--- src/rtl/hilo_ctrl.sv ---
// HI/LO register stage around the iterative multiplier: launches a multiply,
// waits out its fixed latency, captures the product, and services MTHI/MTLO/MFHI/MFLO.
module hilo_ctrl #(
    parameter int MULT_LATENCY = 33
) (
    input  logic        clk,
    input  logic        reset,
    input  logic        op_mult,
    input  logic        op_mthi,
    input  logic        op_mtlo,
    input  logic        op_mfhi,
    input  logic        op_mflo,
    input  logic [31:0] rs_value,
    input  logic [31:0] rt_value,
    input  logic [31:0] mult_hi,
    input  logic [31:0] mult_low,
    output logic [31:0] value_A_Mc,
    output logic [31:0] value_B_Mp,
    output logic        multInit,
    output logic [31:0] hi_out,
    output logic [31:0] lo_out,
    output logic [31:0] rd_data,
    output logic        busy
);

    typedef enum logic [1:0] {IDLE, LAUNCH, WAIT, CAPTURE} state_t;

    localparam logic [5:0] CNT_LOAD = 6'(MULT_LATENCY - 1);

    state_t     state;
    logic [5:0] cnt;

    always_ff @(posedge clk or negedge reset) begin
        if (!reset) begin
            state      <= IDLE;
            cnt        <= '0;
            value_A_Mc <= '0;
            value_B_Mp <= '0;
            multInit   <= 1'b0;
            hi_out     <= '0;
            lo_out     <= '0;
            busy       <= 1'b0;
        end else begin
            case (state)
                IDLE: begin
                    if (op_mult) begin
                        value_A_Mc <= rs_value;
                        value_B_Mp <= rt_value;
                        multInit   <= 1'b1;
                        busy       <= 1'b1;
                        state      <= LAUNCH;
                    end else begin
                        if (op_mthi) hi_out <= rs_value;
                        if (op_mtlo) lo_out <= rs_value;
                    end
                end
                LAUNCH: begin
                    multInit <= 1'b0;
                    cnt      <= CNT_LOAD;
                    state    <= WAIT;
                end
                WAIT: begin
                    // Leave as the count reaches zero so WAIT spans exactly MULT_LATENCY-1 cycles.
                    cnt <= cnt - 6'd1;
                    if (cnt == 6'd1) state <= CAPTURE;
                end
                CAPTURE: begin
                    hi_out <= mult_hi;
                    lo_out <= mult_low;
                    busy   <= 1'b0;
                    state  <= IDLE;
                end
                default: state <= IDLE;
            endcase
        end
    end

    // No bypass: a same-cycle MTHI/MTLO is not reflected until the next cycle.
    always_comb begin
        rd_data = '0;
        if (op_mfhi)      rd_data = hi_out;
        else if (op_mflo) rd_data = lo_out;
    end

endmodule

--- config.mk ---
export PLATFORM = sky130hd
export DESIGN_NAME = hilo_ctrl
export DESIGN_NICKNAME = d
export VERILOG_FILES = /design/src/rtl/hilo_ctrl.sv
export SDC_FILE = /design/constraint.sdc
export NUM_CORES = 1
export LEC_CHECK = 0
export CAP_MARGIN = 25
export CORE_ASPECT_RATIO = 0.75
export CORE_UTILIZATION = 47
export CTS_BUF_LIST = sky130_fd_sc_hd__clkbuf_8
export CTS_CLUSTER_DIAMETER = 30
export DETAILED_ROUTE_END_ITERATION = 12
export PLACE_DENSITY_LB_ADDON = 0.05
export SLEW_MARGIN = 20
export SYNTH_ARGS = -nofsm -noshare
export SYNTH_HDL_FRONTEND = slang
export SYNTH_SLANG_ARGS = --single-unit
--- constraint.sdc ---
create_clock -name clk -period 3.2 [get_ports clk]
set_input_delay 0.64 -clock clk [delete_from_list [all_inputs] [get_ports clk]]
set_output_delay 0.64 -clock clk [all_outputs]
set_load 0.05 [all_outputs]
==> run summary <==
cell count after synthesis - 547
failing checks - design-rule violations
post-synth cell types - 35
fin crit share - 0.8088
sequential area share after synthesis - 0.5259
synth top area cells - dfrtp_1 (53%), mux2_2 (15%), nand2_1 (7.7%), mux2_4 (6.9%), a22o_1 (4.1%)
Relative slew margins - 0.4064
Die Height - 104.4 um
synthesized net count - 688
RSZ-0062 raised after global routing - false
wire length of the first global-routing pass - 29680 um
status - finished with violations
Sum Neg Setup Slack - 0 ns
CTS Hold Buffers Added - 0
Starting Density - 0.4808
worst path bufs/invs - 3
nets@finish - 978
Synth top cells by count - dfrtp_1 (138), nand2_1 (135), mux2_2 (89)
CTS max path bufs - 2
cell family with most CP delay - buffers and inverters
cell with the most instances after synthesis - dfrtp_1
Clock power frac - 0.461
peak fanout along the critical path - 28
CTS H-Tree Depth - 4
cell row count - 37
critical path arrival - 1.95 ns
number of flops mapped to enable cells by yosys - 0
final hold vios - 0
Cell Int Power - 2947 uW
Ant. Diodes - 0
Routed Antenna Nets - 0
initial antenna violation count - 0
Num CTS Buffers - 17
grt total ovfl - 0
CTS tree - yes
hpwl dp - 13790 um
First DRT Iteration DRCs - 211
switching power - 777.7 uW
die width - 138.5 um
Overall Power - 3725 uW
Tmin final - 2.588 ns
drc violations - 32
Top Ports - 297
wire per inst - 18.40 um
Least-Margin Pin Slew - 0.8905 ns
Clock Tree Root - clkbuf_8
area share of the largest cell type after synthesis - 0.5259
TritonRoute pass-1 iters - 8
Placed Instances - 993
Reg clk slew, reported paths - 0.08 ns
fin. max-slew vios - 0
maxcap violations - 0
post-synthesis average cell area - 12.00 um2
switching share of power - 0.2088
Most used DFF post-synth - dfrtp_1
gr usage total - 0.2701
Reg power frac - 0.468
Layout area overhead - 59.09%
Finished Layout Cells - 1025
f_max - 386.4 MHz
vias in the first global route - 5668
WS Path Type - input port to primary output
CP Capture Type - primary output
Clock Latency Late Sink - 0.45 ns
port bufs - 296
area leader, netlist - dfrtp_1
post-CTS setup buffers - 0
Async S/R FF share, synth - 1.000
Via density - 5.195
crit path max-delay cell type - clkdlybuf4s50_1
Largest stage delay, worst path - 0.49 ns
final core utilization - 0.7649
largest net degree at the start of global routing - 98
synth warn - 0
Max IR drop VDD - 0.0002992 V
CP cell instances - clkdlybuf4s50_1 > nor2b_4 > buf_12 > a22o_1 > buf_12
final WL - 18860 um
core area - 13660 um2
Clock Skew - 0.008165 ns
Setup Viol. Count Final - 0
Die Area - 14450 um2
worst min-delay path class - input port to async pin
Worst Setup Start Kind - input port
Gate power share - 0.071
Req. time, crit path - 2.56 ns
Leak - 0.005003 uW
CP dominant cell by count - buf_12
Worst Hold Slack - 0.2130 ns
share of cells above drive strength 1 - 0.2341
Placer Congestion - 0.8203
post_cts resized - 0
post-synthesis cell area - 6566 um2
FF+latch count, synth - 138
via count - 5325
power per cell area - 356.5 nW/um2
clock sinks - 138
## layout by cell type, fill, tap and decap left out, types with 8 or more instances in the layout
master	n
a22o_1	31
buf_12	35
clkbuf_8	19
clkdlybuf4s50_1	262
dfrtp_1	138
inv_1	8
mux2_1	9
mux2_2	89
mux2_4	30
nand2_1	134
nand2b_1	34
## final cells by class
class / instances / area, um2
clock buffer: 19 / 261.5
clock inverter: 13 / 222.7
fill: 874 / 3211
inverter: 7 / 26.28
multi-input combinational: 369 / 2887
sequential: 138 / 3453
tap: 175 / 219.0
timing repair buffer: 304 / 3377
## routing by layer
layer	part of all wire	GRT usage	up-vias	wire length, um
met3	0.085	0.09162	36	1606
met2	0.51	0.4790	218	9549
met5	0	0	-	0
li1	-	-	2443	-
met1	0.39	0.3004	2628	7290
met4	0.022	0.1003	0	414
## logic make-up after synthesis
logic type	after synthesis	share of synthesized area
mux	129	0.2382
fa+ha+maj	6	0.01143
buf+inv	40	0.03639
simple gates	183	0.1246
flops	138	0.5259
compound gates	51	0.06345
## power by group through the flow
stage               clock [uW]  sequential (uW)  combinational, uW
finish                    1720             1740                266
detailed placement           0             1780                268
floorplan                    0             1780               40.0
global route              1810             1740                290
CTS                       1740             1740                270
global placement             0             1780                261
## path summary, 6_finish.rpt
kind | slack, ns | cells past startpoint | end | from
min in group clk | 0.51 | 1 | value_A_Mc[28] | value_A_Mc[28]
max in group asynchronous | 2.16 | 2 | value_B_Mp[24] | reset
hold / removal | 0.21 | 1 | value_B_Mp[12] | reset
setup / recovery | 0.61 | 5 | rd_data[31] | op_mflo
setup reg to reg | 1.05 | 6 | hi_out[20] | state[0]
hold reg to reg | 0.51 | 1 | value_A_Mc[28] | value_A_Mc[28]
## flip-flops by register name, summed over array words and instances, names as in the netlist
| name | cells |
|---|---|
| busy | 1 |
| cnt | 6 |
| hi_out | 32 |
| lo_out | 32 |
| multInit | 1 |
| state | 2 |
| value_A_Mc | 32 |
| value_B_Mp | 32 |
## worst reg2reg max path: cells and delay by family (launching register included)
| kind | cells | cell delay [ns] |
|---|---|---|
| compound gates | 1 | 0.35 |
| fa+ha+maj | 1 | 0.29 |
| mux | 1 | 0.38 |
| flops | 1 | 0.41 |
| buf+inv | 2 | 0.36 |
| simple gates | 1 | 0.25 |
## through the flow
| stage | instance area, um2 | setup slack [ns] |
|---|---|---|
| finish | 10450 | 0.6118 |
| global route | 10450 | 0.5600 |
| CTS | 10450 | 0.6076 |
| detailed placement | 9962 | 0.6149 |
| global placement | 9962 | 0.6548 |
| floorplan | 6566 | 0.4557 |
(Power assumes the default switching activity.)
